**config.mk**
```make
export PLATFORM = sky130hd
export DESIGN_NAME = instr_decode_ctrl
export DESIGN_NICKNAME = d
export VERILOG_FILES = /design/src/rtl/instr_decode_ctrl.sv
export SDC_FILE = /design/constraint.sdc
export NUM_CORES = 1
export LEC_CHECK = 0
export BUFFER_PORTS_ARGS = -buffer_cell sky130_fd_sc_hd__buf_4
export CAP_MARGIN = 20
export CORE_AREA = 4 4 118 120
export CTS_CLUSTER_DIAMETER = 50
export CTS_CLUSTER_SIZE = 20
export DETAILED_ROUTE_END_ITERATION = 8
export DIE_AREA = 0 0 122 124
export GPL_TIMING_DRIVEN = 0
export PLACE_DENSITY = 0.72
export REMOVE_ABC_BUFFERS = 1
export SLEW_MARGIN = 40
export SYNTH_ARGS = -nofsm -noshare
export SYNTH_HDL_FRONTEND = slang
export SYNTH_SLANG_ARGS = --single-unit
```
**constraint.sdc**
```tcl
create_clock -name Clk -period 11.1 [get_ports Clk]
set_input_delay 2.22 -clock Clk [delete_from_list [all_inputs] [get_ports Clk]]
set_output_delay 2.22 -clock Clk [all_outputs]
set_load 0.01 [all_outputs]
```
**src/rtl/instr_decode_ctrl.sv**
```systemverilog
// Multi-cycle decode/control stage: captures one instruction per handshake, decodes it and
// sequences register-file read, ALU execute and write-back. All outputs are registered.
module instr_decode_ctrl #(
  parameter int unsigned CNT_W = 16
) (
  input  logic             Clk,
  input  logic             Rst,
  input  logic             InstrValid,
  input  logic [31:0]      Instr,
  output logic             InstrReady,
  output logic [4:0]       RR1,
  output logic [4:0]       RR2,
  output logic [4:0]       WR,
  output logic             WE,
  output logic [3:0]       Op,
  output logic [4:0]       ShiftCount,
  output logic [31:0]      Imm,
  output logic             AluSrc,
  output logic             Mux_Ctrl,
  output logic             IllegalInstr,
  output logic             Busy,
  output logic [CNT_W-1:0] RetireCount
);

  typedef enum logic [1:0] {StIdle, StDecode, StExec, StWb} state_e;

  state_e state_q, state_d;
  logic [31:0] instr_q;

  logic [5:0]  opc, funct;
  logic [4:0]  rs, rt, rd, shamt;
  logic [15:0] imm16;

  assign opc   = instr_q[31:26];
  assign rs    = instr_q[25:21];
  assign rt    = instr_q[20:16];
  assign rd    = instr_q[15:11];
  assign shamt = instr_q[10:6];
  assign funct = instr_q[5:0];
  assign imm16 = instr_q[15:0];

  logic        dec_legal, dec_alusrc, dec_mux;
  logic [4:0]  dec_rr1, dec_rr2, dec_wr, dec_sh;
  logic [3:0]  dec_op;
  logic [31:0] dec_imm;

  always_comb begin
    dec_legal  = 1'b1;
    dec_rr1    = 5'd0;
    dec_rr2    = 5'd0;
    dec_wr     = 5'd0;
    dec_sh     = 5'd0;
    dec_op     = 4'b0000;
    dec_imm    = 32'd0;
    dec_alusrc = 1'b0;
    dec_mux    = 1'b1;
    if (opc == 6'h00) begin
      dec_wr  = rd;
      dec_rr1 = rs;
      dec_rr2 = rt;
      unique case (funct)
        6'h20: dec_op = 4'b0010;
        6'h22: dec_op = 4'b0110;
        6'h24: dec_op = 4'b0000;
        6'h25: dec_op = 4'b0001;
        6'h27: dec_op = 4'b1100;
        6'h2A: dec_op = 4'b0111;
        6'h00, 6'h02, 6'h03: begin
          // Shifts take their operand from rt and the amount from shamt.
          dec_rr1 = rt;
          dec_rr2 = 5'd0;
          dec_sh  = shamt;
          dec_op  = (funct == 6'h00) ? 4'b1110 : (funct == 6'h02) ? 4'b1101 : 4'b1111;
        end
        default: dec_legal = 1'b0;
      endcase
    end else begin
      dec_wr     = rt;
      dec_rr1    = rs;
      dec_alusrc = 1'b1;
      unique case (opc)
        6'h08: begin dec_op = 4'b0010; dec_imm = {{16{imm16[15]}}, imm16}; end
        6'h0A: begin dec_op = 4'b0111; dec_imm = {{16{imm16[15]}}, imm16}; end
        6'h0C: begin dec_op = 4'b0000; dec_imm = {16'h0, imm16}; end
        6'h0D: begin dec_op = 4'b0001; dec_imm = {16'h0, imm16}; end
        6'h0F: begin
          // LUI writes the shifted immediate straight through the write-data mux.
          dec_op     = 4'b0010;
          dec_imm    = {imm16, 16'h0};
          dec_mux    = 1'b0;
          dec_alusrc = 1'b0;
          dec_rr1    = 5'd0;
        end
        default: dec_legal = 1'b0;
      endcase
    end
  end

  logic capture, load_dec, we_d, ill_d, retire;

  always_comb begin
    state_d  = state_q;
    capture  = 1'b0;
    load_dec = 1'b0;
    we_d     = 1'b0;
    ill_d    = 1'b0;
    retire   = 1'b0;
    unique case (state_q)
      StIdle: begin
        if (InstrValid && InstrReady) begin
          capture = 1'b1;
          state_d = StDecode;
        end
      end
      StDecode: begin
        if (dec_legal) begin
          load_dec = 1'b1;
          state_d  = StExec;
        end else begin
          ill_d   = 1'b1;
          state_d = StIdle;
        end
      end
      StExec: begin
        we_d    = (WR != 5'd0);
        state_d = StWb;
      end
      StWb: begin
        retire = 1'b1;
        if (InstrValid && InstrReady) begin
          capture = 1'b1;
          state_d = StDecode;
        end else begin
          state_d = StIdle;
        end
      end
      default: state_d = StIdle;
    endcase
  end

  always_ff @(posedge Clk or posedge Rst) begin
    if (Rst) begin
      state_q      <= StIdle;
      instr_q      <= 32'd0;
      InstrReady   <= 1'b1;
      RR1          <= 5'd0;
      RR2          <= 5'd0;
      WR           <= 5'd0;
      WE           <= 1'b0;
      Op           <= 4'd0;
      ShiftCount   <= 5'd0;
      Imm          <= 32'd0;
      AluSrc       <= 1'b0;
      Mux_Ctrl     <= 1'b0;
      IllegalInstr <= 1'b0;
      Busy         <= 1'b0;
      RetireCount  <= '0;
    end else begin
      state_q      <= state_d;
      InstrReady   <= (state_d == StIdle) || (state_d == StWb);
      Busy         <= (state_d != StIdle);
      WE           <= we_d;
      IllegalInstr <= ill_d;
      if (capture) instr_q <= Instr;
      if (load_dec) begin
        RR1        <= dec_rr1;
        RR2        <= dec_rr2;
        WR         <= dec_wr;
        Op         <= dec_op;
        ShiftCount <= dec_sh;
        Imm        <= dec_imm;
        AluSrc     <= dec_alusrc;
        Mux_Ctrl   <= dec_mux;
      end
      if (retire) RetireCount <= RetireCount + {{(CNT_W-1){1'b0}}, 1'b1};
    end
  end

endmodule

```
======== Word-level counts from Yosys, hierarchy flattened ========
Index checks and enable logic that the tools add are counted.
word-level totals
  output and inout bits ................... 78
  register bits after elaboration ......... 112
  bits of input ports ..................... 35
  word-level logic and storage cells ...... 81
operators by class
  reductions and logical operators ........ 15
  eq/ne operators ......................... 17
  $add $sub $neg .......................... 1
  mux-type cells .......................... 33
operators with widths
  cell                     number
  $pmux W32 S3             1
  $mux W5                  8
  $eq A6 B6 Y1 const B     6
  $mux W32                 1
  $eq A6 B4 Y1 const B     5
  $pmux W4 S6              1
  $add A16 B1 Y16 const B  1
  $mux W1                  15
  $eq A6 B2 Y1 const B     2
  $logic_not A6 Y1         2
  $pmux W3 S3              1
  $reduce_or A9 Y1         1
  $mux W2                  4
  $pmux W2 S4              1
  $reduce_or A2 Y1         4
  $eq A2 B2 Y1 const B     3
  $reduce_bool A5 Y1       1
  $reduce_or A5 Y1         1
  $logic_not A2 Y1         2
  $mux W4                  1
  $reduce_or A3 Y1         1
  $eq A2 B1 Y1 const B     1
  $reduce_bool A2 Y1       1
  $logic_and A1 B1 Y1      1
  $logic_or A1 B1 Y1       1

======== Depth between registers and ports, before layout ========
Gate-level depths: netlist of run 1.
  word-level depth ........................ 8
  gate-level depth with buffers ........... 8

======== Worst setup path after synthesis of run 1 ========
No wires, ideal clock.
  path type ............................... input-to-reg
  from .................................... input InstrValid
  to ...................................... register instr_q[0]
  required time ........................... 10975 ps
  path buffers ............................ 2
  setup slack ............................. 7711 ps
  stages .................................. 5
  data arrival time ....................... 3264 ps
  cells stage by stage .................... nand2_1 -> or2_2 -> clkbuf_1 -> buf_1 -> mux2_2
on the way
  longest elaborated chain between the ends .. 3
RTL lines
  what                  RTL line  text
  from (decl)           8         input logic InstrValid,
  $logic_and A1 B1 Y1   110, 130
  $mux W1               110, 130
  $mux W1               n/a
  to (signal assigned)  164       if (capture) instr_q <= Instr;
  to (decl)             28        logic [31:0] instr_q;
No other way between the ends.
A chain may end at the register's enable or synchronous reset.

======== Worst setup path after layout of run 1 ========
  from .................................... register InstrReady
  to ...................................... output InstrReady
RTL lines
  what                    RTL line  text
  from (decl)             10        output logic InstrReady,
  from (signal assigned)  160       InstrReady <= (state_d == StIdle) || (state_d == StWb);
No word-level cell between the ends.

==> summary.txt, run 1 <==
Synth
  – Distinct cell type count after synthesis: 51
  – Post-synth EDFFs: 0
  – Synth Instances: 433
  – Syn Std Cell Area: 5040 um2
  – Post-synth top area share: 55.1%
  – Flops & latches, synth: 112
  – Syn avg cell area: 11.6 um2
  – Area leader, netlist: dfrtp_1
  – Register area share after synthesis: 55.6%
  – Top post-synthesis cells by area: dfrtp_1 55%, mux2_2 9.6%, mux2i_1 5.2%
  – Async S/R FF share, synth: 100%
  – Main flop type after synthesis: dfrtp_1
  – Synth warn: 0

Timing
  – Worst slew margin: 50.9%
  – Clk_skew: 0.00946 ns
  – Setup TNS: 0 ns
  – Post-route minimum period: 3.21 ns
  – Final Hold Fails: 0
  – Fin. max-slew vios: 0
  – Final WS setup: 7.89 ns
  – Fin crit share: 28.9%
  – Final setup vio count: 0
  – Highest Clock Rate: 0.311 GHz
  – RSZ-0062 raised after global routing: false
  – Slew at the pin closest to its max-slew limit: 0.733 ns
  – Min Hold Slack: 0.472 ns

Job
  – Max Cap Viol: 0

Power and ir drop
  – Leak pwr: 0.00287 uW
  – Maximum VDD drop: 0.141 mV
  – Pwr Density: 246 nW/um2

Placed design
  – PortBufs: 112
  – Placed cell area: 6040 um2
  – Inst Count DP: 698
  – GP Congestion: 0.788
  – Pre-CTS setup slack: 7.42 ns
  – Post-DP HPWL: 8.28 mm

Routing
  – DRT antenna net count: 0
  – WL per Instance: 16.5 um
  – Vias: 3555
  – Post-Route WL: 11.8 mm
  – # DRC: 0
  – Drt via density: 4.97
  – Drt initial violations: 161
  – 1st-pass router iterations: 4

Hold path
  – Hold Crit Depth: 1
  – Start point of the worst hold path: RetireCount[15]
  – WHS Endpoint: RetireCount[15]
  – Worst hold path type: reg2reg

Clock tree
  – Clk root buf: clkbuf_16
  – Clk slew on worst S/H paths: 0.07 ns
  – Clock tree from TritonCTS: done
  – Clock Latency Late Sink: 0.35 ns
  – CTS Sinks: 112
  – Hold_buf cts: 0
  – H-tree depth: 3
  – Post-CTS Setup Repair Bufs: 0
  – PostCTS Resize Cnt: 0
  – Deepest clock path buffer count: 2
  – CTS buffer count: 9

Setup path
  – Critical path type: reg2out
  – Buf+Inv Stages, Crit Path: 1
  – Worst path cell trace: buf_4
  – CP peak stage delay: 0.53 ns
  – RR Startpoint: instr_q[27]
  – WP data required: 8.88 ns
  – R2R depth: 6
  – Crit path max-delay family: flip-flops
  – Worst EP arrival: 0.99 ns
  – Nature of the critical path startpoint: register
  – CP endpoint kind: output port
  – RR Endpoint: WR[2]
  – Slowest-stage cell, CP: dfstp_2
  – Crit-path max FO: 2
  – Reg2reg setup slack: 8.15 ns

Final layout
  – Layout fillers: 1167
  – Multi-input combinational cell area: 2000 um2
  – Fin area: 6380 um2
  – # diodes: 0
  – Nets: 575
  – Share of layout cells above drive strength 1: 34.1%
  – Finished Layout Cells: 715
  – Register Area: 2800 um2
  – Area Growth Syn to Fin: 26.6%

Global route
  – Vias in the first global route: 3626
  – Total track usage: 16.3%
  – Initial antenna violation count: 0
  – First-pass GRT wire length: 19.0 mm
  – Grt ovf: 0
  – Largest net degree at the start of global routing: 75

Floorplan
  – Die span in x: 122 um
  – Die area: 15100 um2
  – FP Rows: 42
  – Initial Util: 38.8%
  – Die extent in y: 124 um
  – Io pins: 113
  – Core area: 13000 um2

Outcome
  – Status: finished clean
[final cells by class]
class / count / area share (%)
Inverter: 37 / 2.29
Multi-Input combinational cell: 259 / 31.3
Tap cell: 176 / 3.45
Clock inverter: 6 / 1.08
Timing Repair Buffer: 115 / 14.4
Sequential cell: 112 / 43.9
Clock buffer: 10 / 3.59
[cell usage after synthesis, drive strengths merged (6+ instances only)]
cell type and n:
a21oi 19, inv 37, o2bb2ai 15, o21ai 12
clkbuf 13, dfrtp 111, buf 12, mux2i 26
xnor2 13, ha 6, mux2 52, nor2 13
nand2 45, nand3 6, nand4 7
[per-layer routing]
metal / wire, um / GRT usage, %
met5: 0 / 0
met4: 154 / 5.11
met3: 947 / 5.63
met2: 5670 / 26.8
met1: 5020 / 20.5
[flip-flops by register name, indices dropped and copies added, names as in the netlist]
| register | flops |
|---|---|
| AluSrc | 1 |
| Busy | 1 |
| IllegalInstr | 1 |
| Imm | 32 |
| InstrReady | 1 |
| Mux_Ctrl | 1 |
| Op | 4 |
| RR1 | 5 |
| RR2 | 5 |
| RetireCount | 16 |
| ShiftCount | 5 |
| WE | 1 |
| WR | 5 |
| instr_q | 32 |
| state_q | 2 |
[kinds of logic after synthesis]
group	count (synthesis)	share of synthesized area, %
AO/OA/AOI/OAI	64	8.66
XOR/XNOR	15	2.61
adder cells (fa/ha/maj)	6	1.49
buffers and inverters	62	5.49
flip-flops	112	55.6
multiplexers	78	16.8
AND/OR/NAND/NOR	96	9.36
[how the worst max path moves through the flow]
| stage | cells past startpoint | endpoint | start |
|---|---|---|---|
| floorplan | 1 | AluSrc | Rst |
| global placement | 2 | Imm[0] | Rst |
| detailed placement | 4 | instr_q[10] | InstrValid |
| CTS | 4 | instr_q[26] | InstrValid |
| global route | 1 | RetireCount[5] | RetireCount[5] |
| finish | 1 | InstrReady | InstrReady |
[cells in the final DEF (no fill, tap or decap), drive strengths merged, types with 3 or more instances in the layout]
| cell type | instances |
|---|---|
| nor2 | 13 |
| a21oi | 19 |
| nand3 | 6 |
| inv | 38 |
| clkbuf | 10 |
| dfrtp | 111 |
| nor3 | 3 |
| ha | 6 |
| o21ai | 12 |
| buf | 115 |
| nand4 | 7 |
| o2bb2ai | 15 |
| mux2 | 52 |
| nor2b | 3 |
| xnor2 | 13 |
| clkinvlp | 3 |
| and3 | 3 |
| nor3b | 3 |
| mux2i | 26 |
| nand2 | 45 |
[where the power goes]
group,internal [uW],switching (uW),total (uW)
combinational,298,253,552
sequential,550,145,694
clock,176,150,326
[per-stage QoR]
| stage | utilization (%) | total power (uW) |
|---|---|---|
| finish | 49.2 | 1570 |
| global route | 49.2 | 1680 |
| CTS | 48.9 | 1580 |
| detailed placement | 46.6 | 1250 |
| global placement | 46.0 | 1210 |
| floorplan | - | 999 |
Power figures use the tool's default switching activity.
==> run 2, diff against run 1 <==
PLACE_DENSITY = 0.74   (was 0.72)
clock period = 2.9 ns   (was 11.1 ns; I/O delays follow)
==> summary.txt, run 2 (synthesized netlist as in run 1, its figures left out) <==
Clock tree
  – Deepest clock path buffer count: 2 (unchanged)
  – CTS Sinks: 112 (unchanged)
  – Clock tree from TritonCTS: done
  – Clock Latency Late Sink: 0.35 ns (about the same)
  – Hold_buf cts: 0 (unchanged)
  – Clk root buf: clkbuf_16
  – H-tree depth: 3 (unchanged)
  – Clk slew on worst S/H paths: 0.07 ns (about the same)
  – CTS buffer count: 9 (unchanged)

Setup path
  – CP endpoint kind: register
  – Crit-path max FO: 17 (+15)
  – CP peak stage delay: 0.61 ns (+0.08 ns)
  – Slowest-stage cell, CP: or4b_1
  – Worst path cell trace: or4b_1, o31a_1, a311oi_4, o21ai_4, a22o_1, ha_1, inv_1
  – WP data required: 3.20 ns (-5.68 ns)
  – Critical path type: reg2reg
  – Nature of the critical path startpoint: register
  – Worst EP arrival: 2.94 ns (+1.95 ns)

Routing
  – # DRC: 0 (unchanged)
  – Post-Route WL: 12.0 mm (+2.1%)
  – WL per Instance: 16.8 um (+2.1%)
  – Drt initial violations: 257 (+60%)
  – Drt via density: 5.05 (+1.6%)
  – 1st-pass router iterations: 4 (unchanged)
  – Vias: 3612 (+1.6%)
  – DRT antenna net count: 0 (unchanged)

Final layout
  – Commonest non-fill, non-tap cell in the layout: buf_4
  – Largest regs: Imm: 32 flops, instr_q: 32 flops, RetireCount: 16 flops
  – # diodes: 0 (unchanged)
  – Layout fillers: 1199 (+2.7%)
  – Area Growth Syn to Fin: 26.9%
  – Nets: 576 (+0.17%)
  – Share of layout cells above drive strength 1: 34.3% (+0.19 points)
  – Most frequent cells in the layout: 113 x buf_4, 111 x dfrtp_1, 44 x nand2_1, 43 x mux2_2, 36 x inv_1

Outcome
  – Status: finished clean

Floorplan
  – Die area: 15100 um2 (unchanged)
  – Io pins: 113 (unchanged)
  – Initial Util: 38.8% (unchanged)
  – Core area: 13000 um2 (unchanged)
  – Die extent in y: 124 um (unchanged)
  – Die span in x: 122 um (unchanged)
  – FP Rows: 42 (unchanged)

Placed design
  – Pre-CTS setup slack: 0.0155 ns (-7.41 ns)
  – Post-DP HPWL: 8.37 mm (+1.1%)
  – GP Congestion: 0.789 (+0.20%)
  – PortBufs: 112 (unchanged)

Timing
  – Final Hold Fails: 0 (unchanged)
  – Worst slew margin: 52.3% (+1.4 points)
  – Slew at the pin closest to its max-slew limit: 0.711 ns (-0.0216 ns)
  – Post-route minimum period: 2.64 ns
  – Fin. max-slew vios: 0 (unchanged)
  – RSZ-0062 raised after global routing: false
  – Fin crit share: 91.1%
  – Highest Clock Rate: 0.378 GHz
  – Clk_skew: 0.0108 ns (+0.00138 ns)
  – Final setup vio count: 0 (unchanged)
  – Final WS setup: 0.258 ns (-7.63 ns)

Power and ir drop
  – Leak pwr: 0.00288 uW (+0.39%)
  – Pwr Density: 941 nW/um2 (+280%)
  – Tot Pwr: 6020 uW (+280%)
  – Maximum VDD drop: 0.648 mV (+360%)

Global route
  – Largest net degree at the start of global routing: 73 (-2.7%)
  – Initial antenna violation count: 0 (unchanged)
  – Grt ovf: 0 (unchanged)
  – Vias in the first global route: 3739 (+3.1%)
  – Total track usage: 16.1% (-0.19 points)
  – First-pass GRT wire length: 18.9 mm (-0.33%)

Job
  – Max Cap Viol: 0 (unchanged)

Hold path
  – Worst hold path type: in2async
## run 2: what timing repair did
item | 4_1_cts | 5_1_grt
gates resized for setup | 1 | 2
setup endpoints to repair | 4 | 22
buffers inserted | 0 | 2
## run 2: metal layers
metal	wire, um	up-vias	track usage [%]
met5	0	-	0
met4	177	0	5.04
met3	935	17	5.59
met2	5810	103	26.7
met1	5110	1800	20.0
li1	-	1692	-
## run 2: through the flow
step	TNS (ns)	cell area (um2)	hold WS, ns	instances	utilization [%]
detailed placement	0	6040	0.474	698	46.6
CTS	0	6340	0.193	713	48.8
finish	0	6400	0.196	715	49.3
global route	0	6400	0.203	715	49.3
global placement	-241.20	5960	0.464	696	46.0
floorplan	-81.73	4900	0.479	408	-
## run 2: final timing paths
| check | depth (start not counted) | startpoint | slack (ns) | endpoint |
|---|---|---|---|---|
| setup / recovery | 7 | instr_q[2] | 0.26 | InstrReady |
| hold / removal | 2 | Rst | 0.20 | instr_q[22] |
| setup reg to reg | 7 | instr_q[2] | 0.26 | InstrReady |
| hold reg to reg | 1 | RetireCount[15] | 0.49 | RetireCount[15] |
| max in group asynchronous | 3 | Rst | 2.03 | InstrReady |
| min in group Clk | 2 | Instr[2] | 0.45 | instr_q[2] |
## run 2: critical path, delay by kind of cell (launching register included)
kind | cells | cell delay (ns)
AOI/OAI and AO/OA | 4 | 1.11
and+or+nand+nor | 1 | 0.61
DFF | 1 | 0.53
adders and majority gates | 1 | 0.28
buffers and inverters | 1 | 0.05
## run 2: where the power goes
group / internal (uW) / leakage, uW / total, uW / switching (uW)
logic: 1130 / 0.00128 / 2120 / 985
registers: 2100 / 0.00146 / 2670 / 565
clock network: 671 / 0.000140 / 1230 / 561
total: 3910 / 0.00288 / 6020 / 2110
## run 2: final cells by class
| type | count | area, um2 | share of cell area, % |
|---|---|---|---|
| clock buffers | 11 | 233 | 3.64 |
| clock inverters | 4 | 56.3 | 0.880 |
| inverters | 37 | 146 | 2.29 |
| multi-input cells | 259 | 2020 | 31.6 |
| flip-flops and latches | 112 | 2800 | 43.8 |
| well taps | 176 | 220 | 3.44 |
| repair buffers | 116 | 916 | 14.3 |
